`config.mk`:
```
export PLATFORM = sky130hd
export DESIGN_NAME = mc_main_controller
export DESIGN_NICKNAME = d
export VERILOG_FILES = /design/src/rtl/mc_pkg.sv /design/src/rtl/mc_imm_src_dec.sv /design/src/rtl/mc_main_controller.sv
export SDC_FILE = /design/constraint.sdc
export NUM_CORES = 1
export LEC_CHECK = 0
export ABC_AREA = 0
export ABC_CLOCK_PERIOD_IN_PS = 1500
export CORE_MARGIN = 3
export CORE_UTILIZATION = 36
export CTS_CLUSTER_DIAMETER = 150
export DETAILED_ROUTE_END_ITERATION = 8
export GPL_TIMING_DRIVEN = 0
export PLACE_DENSITY_LB_ADDON = 0.25
export SYNTH_ARGS = -nofsm -noshare
export SYNTH_HDL_FRONTEND = slang
export SYNTH_SLANG_ARGS = --single-unit
```
`constraint.sdc`:
```
create_clock -name clk -period 1.5 [get_ports clk]
set_input_delay 0.225 -clock clk [delete_from_list [all_inputs] [get_ports clk]]
set_output_delay 0.225 -clock clk [all_outputs]
set_load 0.05 [all_outputs]
```
`src/rtl/mc_pkg.sv`:
```
`default_nettype none
// +----------------------------------------------------------------------+
// | Module      : mc_pkg                                                 |
// | Description : Shared encodings for the multi-cycle main controller:  |
// |               FSM states, opcodes and datapath mux/ALUOp encodings.  |
// | Revision    : 1.0 - initial release                                  |
// +----------------------------------------------------------------------+
package mc_pkg;

  // Controller states; 11 states fit in a 4-bit register
  typedef enum logic [3:0] {
    S_FETCH    = 4'd0,
    S_DECODE   = 4'd1,
    S_MEMADR   = 4'd2,
    S_MEMREAD  = 4'd3,
    S_MEMWB    = 4'd4,
    S_MEMWRITE = 4'd5,
    S_EXECUTER = 4'd6,
    S_EXECUTEI = 4'd7,
    S_JAL      = 4'd8,
    S_ALUWB    = 4'd9,
    S_BEQ      = 4'd10
  } state_e;

  // Supported opcodes
  localparam logic [6:0] OP_LW    = 7'b0000011;
  localparam logic [6:0] OP_SW    = 7'b0100011;
  localparam logic [6:0] OP_RTYPE = 7'b0110011;
  localparam logic [6:0] OP_ITYPE = 7'b0010011;
  localparam logic [6:0] OP_JAL   = 7'b1101111;
  localparam logic [6:0] OP_BEQ   = 7'b1100011;

  // ALUOp requests to the ALU control unit (11 is never driven)
  localparam logic [1:0] ALUOP_ADD   = 2'b00;
  localparam logic [1:0] ALUOP_SUB   = 2'b01;
  localparam logic [1:0] ALUOP_FUNCT = 2'b10;

  // ResultSrc encodings
  localparam logic [1:0] RES_ALUOUT    = 2'b00;
  localparam logic [1:0] RES_DATA      = 2'b01;
  localparam logic [1:0] RES_ALURESULT = 2'b10;

  // ALUSrcA encodings
  localparam logic [1:0] SRCA_PC    = 2'b00;
  localparam logic [1:0] SRCA_OLDPC = 2'b01;
  localparam logic [1:0] SRCA_RS1   = 2'b10;

  // ALUSrcB encodings
  localparam logic [1:0] SRCB_RS2  = 2'b00;
  localparam logic [1:0] SRCB_IMM  = 2'b01;
  localparam logic [1:0] SRCB_FOUR = 2'b10;

  // ImmSrc encodings
  localparam logic [1:0] IMM_I = 2'b00;
  localparam logic [1:0] IMM_S = 2'b01;
  localparam logic [1:0] IMM_B = 2'b10;
  localparam logic [1:0] IMM_J = 2'b11;

endpackage
`default_nettype wire

```
`src/rtl/mc_imm_src_dec.sv`:
```
`default_nettype none
// +----------------------------------------------------------------------+
// | Module      : mc_imm_src_dec                                         |
// | Description : Combinational opcode -> immediate format decode.       |
// |               Shared with the single-cycle decoder.                  |
// | Revision    : 1.0 - initial release                                  |
// +----------------------------------------------------------------------+
module mc_imm_src_dec
  import mc_pkg::*;
(
  input  logic [6:0] op_i,
  output logic [1:0] imm_src_o
);

  // Map opcode to immediate format; unknown opcodes fall back to I-type
  always_comb begin
    imm_src_o = IMM_I;
    case (op_i)
      OP_SW:   imm_src_o = IMM_S;
      OP_BEQ:  imm_src_o = IMM_B;
      OP_JAL:  imm_src_o = IMM_J;
      default: imm_src_o = IMM_I;
    endcase
  end

endmodule
`default_nettype wire

```
`src/rtl/mc_main_controller.sv`:
```
`default_nettype none
// +----------------------------------------------------------------------+
// | Module      : mc_main_controller                                     |
// | Description : Multi-cycle main control FSM (Moore). Sequences fetch, |
// |               decode, execute, memory and writeback and drives the   |
// |               datapath enables, mux selects and ALUOp.               |
// |               Optional: define MC_INSTRET_EN to add the 32-bit       |
// |               retired-instruction counter output instret.            |
// | Revision    : 1.0 - initial release                                  |
// +----------------------------------------------------------------------+
module mc_main_controller
  import mc_pkg::*;
(
  input  logic        clk,
  input  logic        reset,
  input  logic [6:0]  op,
  input  logic        zero,
  output logic        PCWrite,
  output logic        AdrSrc,
  output logic        MemWrite,
  output logic        IRWrite,
  output logic        RegWrite,
  output logic [1:0]  ResultSrc,
  output logic [1:0]  ALUSrcA,
  output logic [1:0]  ALUSrcB,
  output logic [1:0]  ALUOp,
  output logic [1:0]  ImmSrc,
`ifdef MC_INSTRET_EN
  output logic [31:0] instret,
`endif
  output logic        illegal
);

  state_e state_q, state_d;

  logic pc_update, branch, mem_write, ir_write, reg_write, illegal_op;

  // State register; reset lands directly in FETCH
  always_ff @(posedge clk or posedge reset) begin
    if (reset) state_q <= S_FETCH;
    else       state_q <= state_d;
  end

  // Next-state and per-state output decode
  always_comb begin
    state_d    = S_FETCH;
    pc_update  = 1'b0;
    branch     = 1'b0;
    mem_write  = 1'b0;
    ir_write   = 1'b0;
    reg_write  = 1'b0;
    illegal_op = 1'b0;
    AdrSrc     = 1'b0;
    ResultSrc  = RES_ALUOUT;
    ALUSrcA    = SRCA_PC;
    ALUSrcB    = SRCB_RS2;
    ALUOp      = ALUOP_ADD;
    case (state_q)
      S_FETCH: begin
        ir_write  = 1'b1;
        pc_update = 1'b1;
        ALUSrcB   = SRCB_FOUR;
        ResultSrc = RES_ALURESULT;
        state_d   = S_DECODE;
      end
      S_DECODE: begin
        // Branch target is precomputed here from OldPC + imm
        ALUSrcA = SRCA_OLDPC;
        ALUSrcB = SRCB_IMM;
        case (op)
          OP_LW, OP_SW: state_d = S_MEMADR;
          OP_RTYPE:     state_d = S_EXECUTER;
          OP_ITYPE:     state_d = S_EXECUTEI;
          OP_JAL:       state_d = S_JAL;
          OP_BEQ:       state_d = S_BEQ;
          default: begin
            illegal_op = 1'b1;
            state_d    = S_FETCH;
          end
        endcase
      end
      S_MEMADR: begin
        ALUSrcA = SRCA_RS1;
        ALUSrcB = SRCB_IMM;
        state_d = (op == OP_LW) ? S_MEMREAD : S_MEMWRITE;
      end
      S_MEMREAD: begin
        AdrSrc  = 1'b1;
        state_d = S_MEMWB;
      end
      S_MEMWB: begin
        ResultSrc = RES_DATA;
        reg_write = 1'b1;
      end
      S_MEMWRITE: begin
        AdrSrc    = 1'b1;
        mem_write = 1'b1;
      end
      S_EXECUTER: begin
        ALUSrcA = SRCA_RS1;
        ALUOp   = ALUOP_FUNCT;
        state_d = S_ALUWB;
      end
      S_EXECUTEI: begin
        ALUSrcA = SRCA_RS1;
        ALUSrcB = SRCB_IMM;
        ALUOp   = ALUOP_FUNCT;
        state_d = S_ALUWB;
      end
      S_JAL: begin
        ALUSrcA   = SRCA_OLDPC;
        ALUSrcB   = SRCB_FOUR;
        pc_update = 1'b1;
        state_d   = S_ALUWB;
      end
      S_ALUWB: begin
        reg_write = 1'b1;
      end
      S_BEQ: begin
        ALUSrcA = SRCA_RS1;
        ALUOp   = ALUOP_SUB;
        branch  = 1'b1;
      end
      default: state_d = S_FETCH;
    endcase
  end

  // Write enables are masked while reset is high so that no write can
  // complete from the FETCH decode that reset forces.
  assign PCWrite  = ~reset & (pc_update | (branch & zero));
  assign MemWrite = ~reset & mem_write;
  assign IRWrite  = ~reset & ir_write;
  assign RegWrite = ~reset & reg_write;
  assign illegal  = ~reset & illegal_op;

  mc_imm_src_dec u_imm_src_dec (
    .op_i      (op),
    .imm_src_o (ImmSrc)
  );

`ifdef MC_INSTRET_EN
  logic [31:0] instret_q;

  // Count instructions retiring into FETCH; illegal ops leave via DECODE and are not counted
  always_ff @(posedge clk or posedge reset) begin
    if (reset) begin
      instret_q <= 32'd0;
    end else if (state_q == S_MEMWB || state_q == S_MEMWRITE ||
                 state_q == S_ALUWB || state_q == S_BEQ) begin
      instret_q <= instret_q + 32'd1;
    end
  end

  assign instret = instret_q;
`endif

endmodule
`default_nettype wire

```
======== Word level (Yosys, flattened, before mapping) ========
Index checks and enable logic that the tools add are counted.
cells by class
  equal/unequal tests ..................... 16
  multiplexer cells ....................... 16
  bitwise gates (word level) .............. 8
  reduce and logical (&&, ||, !) cells .... 11
operator list
  cell                  count
  $pmux W4 S5           2
  $eq A4 B3 Y1 const B  4
  $pmux W2 S2           4
  $eq A7 B6 Y1 const B  2
  $eq A7 B7 Y1 const B  2
  $eq A4 B4 Y1 const B  3
  $reduce_or A2 Y1      6
  $eq A4 B2 Y1 const B  2
  $mux W1               8
  $eq A7 B2 Y1 const B  1
  $eq A7 B5 Y1 const B  1
  $and A1 B1 Y1         6
  $pmux W2 S3           1
  $reduce_or A3 Y1      2
  $reduce_or A6 Y1      1
  $eq A4 B1 Y1 const B  1
  $logic_not A4 Y1      1
  $reduce_or A4 Y1      1
  $mux W3               1
  $not A1 Y1            1
  $or A1 B1 Y1          1
storage, ports and cells
  register bits after elaboration ......... 4
  input bits .............................. 10
  output and inout port bits .............. 16
  word-level logic and storage cells ...... 52

======== Longest topological paths before layout ========
  depth in word-level cells ............... 5
  depth in mapped cells ................... 5
  mapped depth without buffers ............ 3

======== Modules after synthesis ========
From an unflattened synthesis, not the netlist that was laid out.
second synthesis, totals
  cell total of the unflattened synthesis .. 72
  area, all modules ....................... 530.5 um^2
modules (own cells, without submodules)
  module              instances  cells an instance  area each (um^2)  seq. area each (um^2)
  mc_main_controller  1          66                 486.7             100.1
  mc_imm_src_dec      1          6                  43.8              0.0

======== Worst setup path after synthesis ========
Ideal clock, no wire load.
  path type ............................... register to output
  start point ............................. register state_q[2]
  end point ............................... output IRWrite
  arrival ................................. 2.766 ns
  data required time ...................... 1.275 ns
  slack ................................... -1.491 ns
  cell stages (with the launch flop) ...... 5
  path buffers ............................ 2
  cell sequence ........................... dfrtp_1 buf_6 clkbuf_8 nor4_1 and2_1
between the ends
  cells in the longest elaborated chain, start to end .. 3
ends and longest elaborated chain
  item                    line                       text
  start, declared         mc_main_controller.sv:34   state_e state_q, state_d;
  start signal, assigned  mc_main_controller.sv:41   else state_q <= state_d;
  $logic_not A4 Y1        mc_main_controller.sv:58   case (state_q)
  $mux W1                 mc_main_controller.sv:58
  $and A1 B1 Y1           mc_main_controller.sv:132  assign IRWrite = ~reset & ir_write;
  end, declared           mc_main_controller.sv:21   output logic IRWrite,
Every way passes these cells.

======== Worst setup path in the final report ========
  start point ............................. register state_q[0]
  end point ............................... output RegWrite
between the ends
  cells in the longest elaborated chain, start to end .. 4
  elaborated cells between the ends (all ways) .. 5
  classes of those cells .................. eq/ne: 2; mux: 1; bitwise: 1; reduce/logical: 1
ends and longest elaborated chain
  item                                                 line                       text
  $eq A4 B4 Y1 / $eq A4 B3 Y1 (equally long branches)  mc_main_controller.sv:58
  $reduce_or A2 Y1 (no line) *                         -
  $mux W1 *                                            mc_main_controller.sv:58
  $and A1 B1 Y1 *                                      mc_main_controller.sv:133  assign RegWrite = ~reset & reg_write;
  end, declared                                        mc_main_controller.sv:22   output logic RegWrite,
Mark *: on every way between the ends. The rest lies on a longest branch, timed or not.

==> summary.md <==
| Metric | Value |
|---|---|
| Status | `finished, violations left` |
| Failing checks | `negative setup slack` |
| Largest Register | `state_q` |
| Startpoint Class | `flip-flop` |
| Kind of critical path | `reg -> out` |
| Remaining global-route overflow | `0` |
| Critical path required time | `1.27 ns` |
| I/O Pins | `26` |
| TritonCTS Buffers | `3` |
| Antenna violations before repair | `0` |
| Avg Synthesized Cell Area | `9.36 sq um` |
| Post-synthesis register bit count | `4` |
| Int Pwr | `0.713 mW` |
| Setup TNS | `-3.91 ns` |
| DP HPWL | `1170 um` |
| Most frequent cells in the layout | `buf_6, buf_4, buf_8, dlygate4sd2_1, dfrtp_2` |
| Share of cells above drive strength 1 | `0.730` |
| Max reg flops | `4` |
| Placed insts | `100` |
| CTS Buffer Depth | `2` |
| Reg power frac | `0.113` |
| Commonest non-fill, non-tap cell in the layout | `buf_6` |
| First-pass GRT wire length | `3430 um` |
| Comb power frac | `0.761` |
| Max incr delay on CP | `0.45 ns` |
| Share of the synthesized area in the top cell type | `0.178` |
| Die width | `45.5 um` |
| Area after DPL | `953 sq um` |
| Main synth FF type | `dfrtp_1` |
| Area contributors post-synth | `dfrtp_1, buf_6, clkbuf_8, nand4bb_4, nor4b_1` |
| Die area | `2070 sq um` |
| First-pass iteration count of the detailed router | `4` |
| # port buffers | `25` |
| Worst path cell trace | `or2b_4 > mux2_4 > nor3_4 > buf_6` |
| Slew HR | `0.706` |
| Clock share of power | `0.126` |
| Filler cell count in the final layout | `43` |
| Yosys synthesis warning count | `0` |
| Synth area leader | `dfrtp_1` |
| Fin area | `1290 sq um` |
| Final Cycle Share | `1.26` |
| Worst hold slack | `0.210 ns` |
| Reg2reg end | `state_q[0]` |
| Synth Cell Area | `562 sq um` |
| Flop-to-flop setup slack | `-0.26 ns` |
| Final non-filler cell total | `126` |
| Final core utilization | `0.936` |
| Wire per inst | `23.1 um` |
| Largest net degree at the start of global routing | `11` |
| Number of global-route vias before repair | `724` |
| Largest registers | `state_q (4)` |
| Hold crit path type | `in -> async` |
| Starting DRC count in detailed routing | `14` |
| Worst-margin pin slew | `0.440 ns` |
| Inserted Diodes | `0` |
| Final Wtd Congestion | `0.795` |
| Cts-stage hold buffer count | `0` |
| Initial core utilization | `0.406` |
| CTS tree | `built` |
| Global-route usage over all layers | `0.238` |
| Post-route ant nets | `0` |
| CTS root buf | `clkbuf_4` |
| Vias | `726` |
| Die height | `45.5 um` |
| Count of different cell masters after synthesis | `36` |
| Critical path arrival | `1.67 ns` |
| RSZ-0062 raised after global routing | `true` |
| Worst Clk Skew | `0.0162 ns` |
| Nets | `122` |
| Leak | `0.550 nW` |
| Core area | `1380 sq um` |
| Core Rows | `13` |
| PD cells | `1030 nW/um^2` |
| Vias per inst | `5.76` |
| Post-layout worst setup margin | `-0.394 ns` |
| Sw frac | `0.467` |
| Post-synthesis sequential area ratio | `0.178` |
| # DRC | `0` |
| Slew Viols, Final | `0` |
| Reg-to-reg critical path startpoint | `state_q[2]` |
| Synth Instances | `60` |
| Switch Pwr | `0.625 mW` |
| Reg clk slew, reported paths | `0.06 ns` |
| Peak VDD IR | `0.729 mV` |
| Final setup fails | `17` |
| Final Critical Period | `1.89 ns` |
| CP Max Fanout | `6` |
| Number of synthesized flops with an enable pin | `0` |
| Critical Path End Type | `primary output` |
| Reg2Reg Depth | `5` |
| Total Wirelength | `2910 um` |
| Worst-skew pair later-pin latency | `0.26 ns` |
| Hold Vio Cnt, Final | `0` |
| Post-synth ARST share | `1.00` |
| P&R area growth vs syn | `130%` |
| CTS H-Tree Depth | `1` |
| Clk sinks | `4` |
| Max-Cap Viols | `0` |
| Slowest CP cell | `dfrtp_2` |
| Peak Freq | `528 MHz` |
| Syn_nets | `70` |
-- synth_stat cells, types with 2 or more instances --
cell,n
nor3b_1,2
o21ai_0,2
xnor2_1,2
mux2_2,2
a211oi_1,2
clkbuf_8,2
nor2_1,4
buf_6,3
dfrtp_1,4
xor2_1,2
a21oi_1,3
nor3_1,4
nor4b_1,3
nand2_1,3
-- worst max-delay path by stage --
stage                     cells past startpoint   endpoint  startpoint
after CTS                                     4    illegal  state_q[2]
after global routing                          4   RegWrite  state_q[0]
after global placement                        4  ImmSrc[0]       op[6]
after floorplan                               4    IRWrite  state_q[2]
after detailed placement                      4  ImmSrc[0]       op[6]
final                                         4   RegWrite  state_q[0]
-- layer usage --
metal | track usage | vias to the layer above | wire length (um) | part of all wire
li1 | - | 326 | - | -
met1 | 0.268 | 355 | 1170 | 0.40
met2 | 0.440 | 33 | 1500 | 0.51
met3 | 0.0119 | 12 | 119 | 0.041
met4 | 0.123 | 0 | 131 | 0.045
met5 | 0 | - | 0 | 0
-- power by group through the flow --
stage          Sequential [mW]  Clock, mW  Combinational (mW)
6_report                 0.151      0.169                1.02
5_1_grt                  0.153      0.170                1.06
4_1_cts                  0.145      0.156               0.886
3_5_place_dp             0.144          0               0.701
3_3_place_gp             0.143          0               0.695
2_1_floorplan            0.140          0               0.515
-- per-stage QoR --
stage          power, mW  worst slack, ns
3_3_place_gp       0.838           -0.993
2_1_floorplan      0.655           -0.390
4_1_cts             1.19           -0.362
5_1_grt             1.38           -0.421
6_report            1.34           -0.394
3_5_place_dp       0.845            -1.02
-- worst max-delay path: cells and delay by family (launching register included) --
| kind | cells | cell delay (ns) |
|---|---|---|
| buffers and inverters | 1 | 0.18 |
| flip-flops | 1 | 0.45 |
| multiplexers | 1 | 0.28 |
| AND/OR/NAND/NOR | 2 | 0.50 |
-- final cells by class --
cell class,instances,area [sq um],share of cell area
inverters,1,3.75,0.00290
clock buffers,4,26.3,0.0203
flip-flops and latches,4,105,0.0812
plain buffers,3,42.5,0.0329
multi-input cells,50,588,0.455
repair buffers,49,509,0.394
well taps,15,18.8,0.0145
-- cells by family after synthesis --
group           after synthesis  share of synthesized area
simple gates                 32                      0.452
flops                         4                      0.178
buf+inv                       6                      0.116
compound gates               11                      0.134
mux                           3                     0.0579
xor+xnor                      4                     0.0624
-- what timing repair did --
action                     4_1_cts  5_1_grt
gates resized for setup        148       22
setup buffers                   12       11
pin swaps                       15        8
gates cloned                     1        1
setup endpoints to repair       18       18
Note: power is estimated with default switching activity, not from simulation.
